### config.mk
export PLATFORM = sky130hd
export DESIGN_NAME = event_led_stretcher
export DESIGN_NICKNAME = d
export VERILOG_FILES = /design/src/rtl/event_led_stretcher.sv
export SDC_FILE = /design/constraint.sdc
export NUM_CORES = 1
export LEC_CHECK = 0
export ABC_AREA = 1
export ABC_CLOCK_PERIOD_IN_PS = 4100
export BUFFER_PORTS_ARGS = -buffer_cell sky130_fd_sc_hd__buf_2
export CELL_PAD_IN_SITES_DETAIL_PLACEMENT = 1
export CELL_PAD_IN_SITES_GLOBAL_PLACEMENT = 2
export CORE_MARGIN = 4
export CORE_UTILIZATION = 37
export DETAILED_ROUTE_END_ITERATION = 8
export GPL_TIMING_DRIVEN = 0
export PLACE_DENSITY = 0.91
export RECOVER_POWER = 50
export SLEW_MARGIN = 20
export SYNTH_ARGS = -nofsm -noshare
export SYNTH_HDL_FRONTEND = slang
export SYNTH_SLANG_ARGS = --single-unit
### constraint.sdc
create_clock -name clk_i -period 4.1 [get_ports clk_i]
set_input_delay 0.82 -clock clk_i [delete_from_list [all_inputs] [get_ports clk_i]]
set_output_delay 0.82 -clock clk_i [all_outputs]
set_load 0.01 [all_outputs]
### src/rtl/event_led_stretcher.sv
// rtl/event_led_stretcher.sv - stretches event strobes into visible active-low LED blinks
// with a saturating queue of events that arrive while a blink is in progress.
module event_led_stretcher #(
    parameter int SYSTEM_CLOCK = 50000000,
    parameter int ON_CYCLES    = SYSTEM_CLOCK / 20,
    parameter int OFF_CYCLES   = SYSTEM_CLOCK / 20,
    parameter int PEND_W       = 4
) (
    input  logic              clk_i,
    input  logic              reset_i,
    input  logic              event_i,
    input  logic              clear_i,
    output logic              led_n_o,
    output logic              busy_o,
    output logic [PEND_W-1:0] pending_o,
    output logic              overflow_o
);

    localparam int MAX_CYCLES = (ON_CYCLES > OFF_CYCLES) ? ON_CYCLES : OFF_CYCLES;
    localparam int TIMER_W    = $clog2(MAX_CYCLES + 1);
    localparam logic [TIMER_W-1:0] ON_LOAD  = TIMER_W'(ON_CYCLES - 1);
    localparam logic [TIMER_W-1:0] OFF_LOAD = TIMER_W'(OFF_CYCLES - 1);
    localparam logic [PEND_W-1:0]  PEND_MAX = '1;

    typedef enum logic [1:0] {IDLE, ON, OFF} state_t;

    state_t             state, state_next;
    logic [TIMER_W-1:0] timer, timer_next;
    logic [PEND_W-1:0]  pending, pending_next;
    logic               overflow, overflow_next;
    logic               led_n, led_n_next;
    logic               busy, busy_next;
    logic               ev_q;
    logic               rise;
    logic               queue_rise;

    assign rise = event_i & ~ev_q;

    always_ff @(posedge clk_i) begin
        if (reset_i) begin
            state    <= IDLE;
            timer    <= '0;
            pending  <= '0;
            overflow <= 1'b0;
            led_n    <= 1'b1;
            busy     <= 1'b0;
        end else begin
            state    <= state_next;
            timer    <= timer_next;
            pending  <= pending_next;
            overflow <= overflow_next;
            led_n    <= led_n_next;
            busy     <= busy_next;
        end
        // Tracking the input during reset keeps a level held across release from counting.
        ev_q <= event_i;
    end

    always_comb begin
        state_next    = state;
        timer_next    = timer;
        pending_next  = pending;
        overflow_next = overflow & ~clear_i;
        queue_rise    = 1'b0;
        case (state)
            IDLE: begin
                // A rise here is either the event being blinked or offsets the dequeue.
                if (rise || (pending != '0)) begin
                    state_next = ON;
                    timer_next = ON_LOAD;
                    if (!rise) begin
                        pending_next = pending - 1'b1;
                    end
                end
            end
            ON: begin
                queue_rise = rise;
                if (timer == '0) begin
                    state_next = OFF;
                    timer_next = OFF_LOAD;
                end else begin
                    timer_next = timer - 1'b1;
                end
            end
            OFF: begin
                queue_rise = rise;
                if (timer == '0) begin
                    state_next = IDLE;
                end else begin
                    timer_next = timer - 1'b1;
                end
            end
            default: begin
                state_next = IDLE;
            end
        endcase
        if (queue_rise) begin
            if (pending == PEND_MAX) begin
                overflow_next = 1'b1;
            end else begin
                pending_next = pending + 1'b1;
            end
        end
        led_n_next = (state_next != ON);
        busy_next  = (state_next != IDLE);
    end

    always_comb begin
        led_n_o    = led_n;
        busy_o     = busy;
        pending_o  = pending;
        overflow_o = overflow;
    end

endmodule

==> summary.md <==
| Metric | Value |
|---|---|
| Status | completed |
| Measured slew at the worst slew-check pin | between 0.9 and 1 ns |
| Yosys cell types | 37 |
| Drt drc | 0 |
| RSZ-0062 raised after global routing | no |
| Layout Skew | 0.00904 ns |
| Critical path endpoint category | flop |
| Largest net degree at the start of global routing | 11 |
| Commonest cells after routing, fill and taps aside | 67 x nor2_1, 56 x nand2_1, 43 x inv_1, 32 x dfxtp_1, 19 x nand3_1 |
| Slowest CP cell | o21ai_0 |
| Inserted Clock Buffers | 5 |
| WL final | 5500 um |
| Finished Layout Cells | slightly above 400 |
| Cell taking the most area after synthesis | dfxtp_1 |
| Routed Antenna Nets | 0 |
| Most common cell after layout, fill and taps aside | nor2_1 |
| First-pass GRT wire length | 9160 um |
| Mapped cell area | between 2000 and 2500 um2 |
| Placed insts | 401 |
| Final setup fails | 0 |
| WHS | 0.512 ns |
| Period Utilization, post-route | 0.644 |
| Fmax | between 300 and 400 MHz |
| Post-synth EDFFs | 0 |
| Vias/cell | 4.91 |
| Main synth FF type | dfxtp_1 |
| Share of cells above drive strength 1 | 0.131 |
| I/O Buffers | 10 |
| Syn Area/Cell | 6.73 um2 |
| Overall Global Routing Usage | 0.161 |
| Antenna violations before repair | 0 |
| Post-CTS Setup Inserts | 0 |
| First drt pass iteration count | 4 |
| Critical Path Fanout Max | 6 |
| Setup TNS | 0 ns |
| TritonCTS Sinks | 32 |
| Synth warnings | 0 |
| TritonCTS clock tree | done |
| Hold Path Class | reg2reg |
| Area growth from synthesis to layout | 9.38% |
| Die Span X | 84.2 um |
| Vias post-DR | 2008 |
| Vias in the first global route | 2028 |
| Top area cells in the synthesized netlist | dfxtp_1 30%, nor2_1 11%, nand2_1 9.4% |
| DR WL/cell | 13.5 um |
| Max_cap viols | 0 |
| I/O pins | 11 |
| Crit-path cells | inv_1 > ha_1 > nand2_1 > nor2_1 > nand3_4 > nor2_1 > nor2_1 > o21ai_0 > nor2_1 |
| Worst setup path class | reg2reg |
| Gr ovfl total | 0 |
| Pins over their slew limit | 0 |
| RePlAce Congestion | 0.807 |
| Iteration-0 DRC Markers | 55 |
| Die area | 7090 um2 |
| Layout Nets | between 300 and 400 |
| Row cnt | 27 |
| Max clock buf depth | 2 |
| Relative slew margins | 0.368 |
| LEAKAGE | 0.00107 uW |
| Worst-path clk slew | approximately 0.08 ns |
| Startpoint types | flop |
| Synth async-reset ratio | 0 |
| Mapped Nets | between 300 and 400 |
| Sequential share of the synthesized area | 0.298 |
| Arr. time, crit path | 2.79 ns |
| Worst-Skew Late Latency | 0.29 ns |
| PD cells | just under 800 nW/um2 |
| Max VDD drop | roughly 0.3 mV |
| Root Driver | clkbuf_8 |
| FF+latch count, synth | 32 |
| CP max stage delay | 0.74 ns |
| Synth Instances | 319 |
| Top cell type's share of synthesized area | 0.298 |
| Final Critical Period | 2.64 ns |
| Initial core utilization | 0.385 |
| Number of diodes | 0 |
| Post-CTS sizing | 0 |
| Total core area | 5570 um2 |
| HPWL after DPL | ~4300 um |
| CP required | 4.25 ns |
| Hold-fix buffers at CTS | 0 |
| Die H | 84.2 um |
| Top cell by count, worst path | nor2_1 |
| Htree depth | 2 |
| Hold Fails Final Rpt | 0 |
[area by class of cell]
cell class / instances / area, um2
multi-input cells: 235 / 1260
flip-flops and latches: 32 / 641
well taps: 72 / 90.1
clock buffers: 6 / 72.6
clock inverters: 2 / 35.0
repair buffers: 10 / 41.3
inverters: 48 / 180
plain buffers: 4 / 30.0
fillers: 751 / 3220
[state kept, by name, summed over array words and instances (netlist names)]
register / count
overflow_o: 1
led_n_o: 1
ev_q: 1
busy_o: 1
pending_o: 4
state: 2
timer: 22
[path summary, 6_finish.rpt]
kind,endpoint,cells past startpoint,slack (ns),start
max,timer[12]$_SDFFE_PP0P_,9,1.46,timer[0]$_SDFFE_PP0P_
min,overflow_o$_SDFF_PP0_,2,0.51,overflow_o$_SDFF_PP0_
max reg2reg,timer[12]$_SDFFE_PP0P_,9,1.46,timer[0]$_SDFFE_PP0P_
min reg2reg,overflow_o$_SDFF_PP0_,2,0.51,overflow_o$_SDFF_PP0_
[cell usage after synthesis, types with 2 or more instances]
library cell and instances:
nor2_1 64, nand2_1 54, inv_1 43, dfxtp_1 32, nand3_1 19, a21oi_1 16, nor2_2 13, o21ai_1 11
ha_1 8, o21ai_0 7, nand2_2 5, nand4_1 5, xor2_1 5, inv_2 4, nor2_4 4, nor3_1 3
buf_6 2, nand3_2 2, nand3_4 2, nand3b_1 2, xnor2_1 2
[cells by family after synthesis]
logic type               Yosys count  synth area share
flip-flops                        32             0.298
AND/OR/NAND/NOR                  178             0.413
XOR/XNOR                           7            0.0285
adder cells (fa/ha/maj)            8            0.0466
buffers and inverters             52            0.0978
AO/OA/AOI/OAI                     41             0.111
multiplexers                       1           0.00524
[through the flow]
stage / cell area [um2] / worst slack (ns) / utilization / power, uW
floorplan: 2150 / 2.32 / - / 1330
global placement: 2290 / 1.99 / 0.411 / 1560
CTS: 2400 / 1.99 / 0.430 / 1910
finish: 2350 / 1.46 / 0.422 / 1840
detailed placement: 2290 / 1.93 / 0.411 / 1590
global route: 2350 / 1.25 / 0.422 / 2020
[layer usage]
metal	GRT usage	vias to the layer above	wire [um]
met4	0.0541	0	66
met1	0.205	948	2800
li1	-	1035	-
met2	0.272	19	2500
met5	0	-	0
met3	0.0343	6	131
[worst max-delay path, delay by kind of cell (launching register included)]
family                   cells  cell delay (ns)
AO/OA/AOI/OAI                1             0.74
flip-flops                   1             0.32
AND/OR/NAND/NOR              6             1.13
adder cells (fa/ha/maj)      1             0.22
buffers and inverters        1             0.09
[power by group]
part / switching [uW] / internal (uW)
Combinational: 682 / 347
Sequential: 106 / 406
Clock: 122 / 180
No activity file was read; power rests on OpenSTA's default activity.
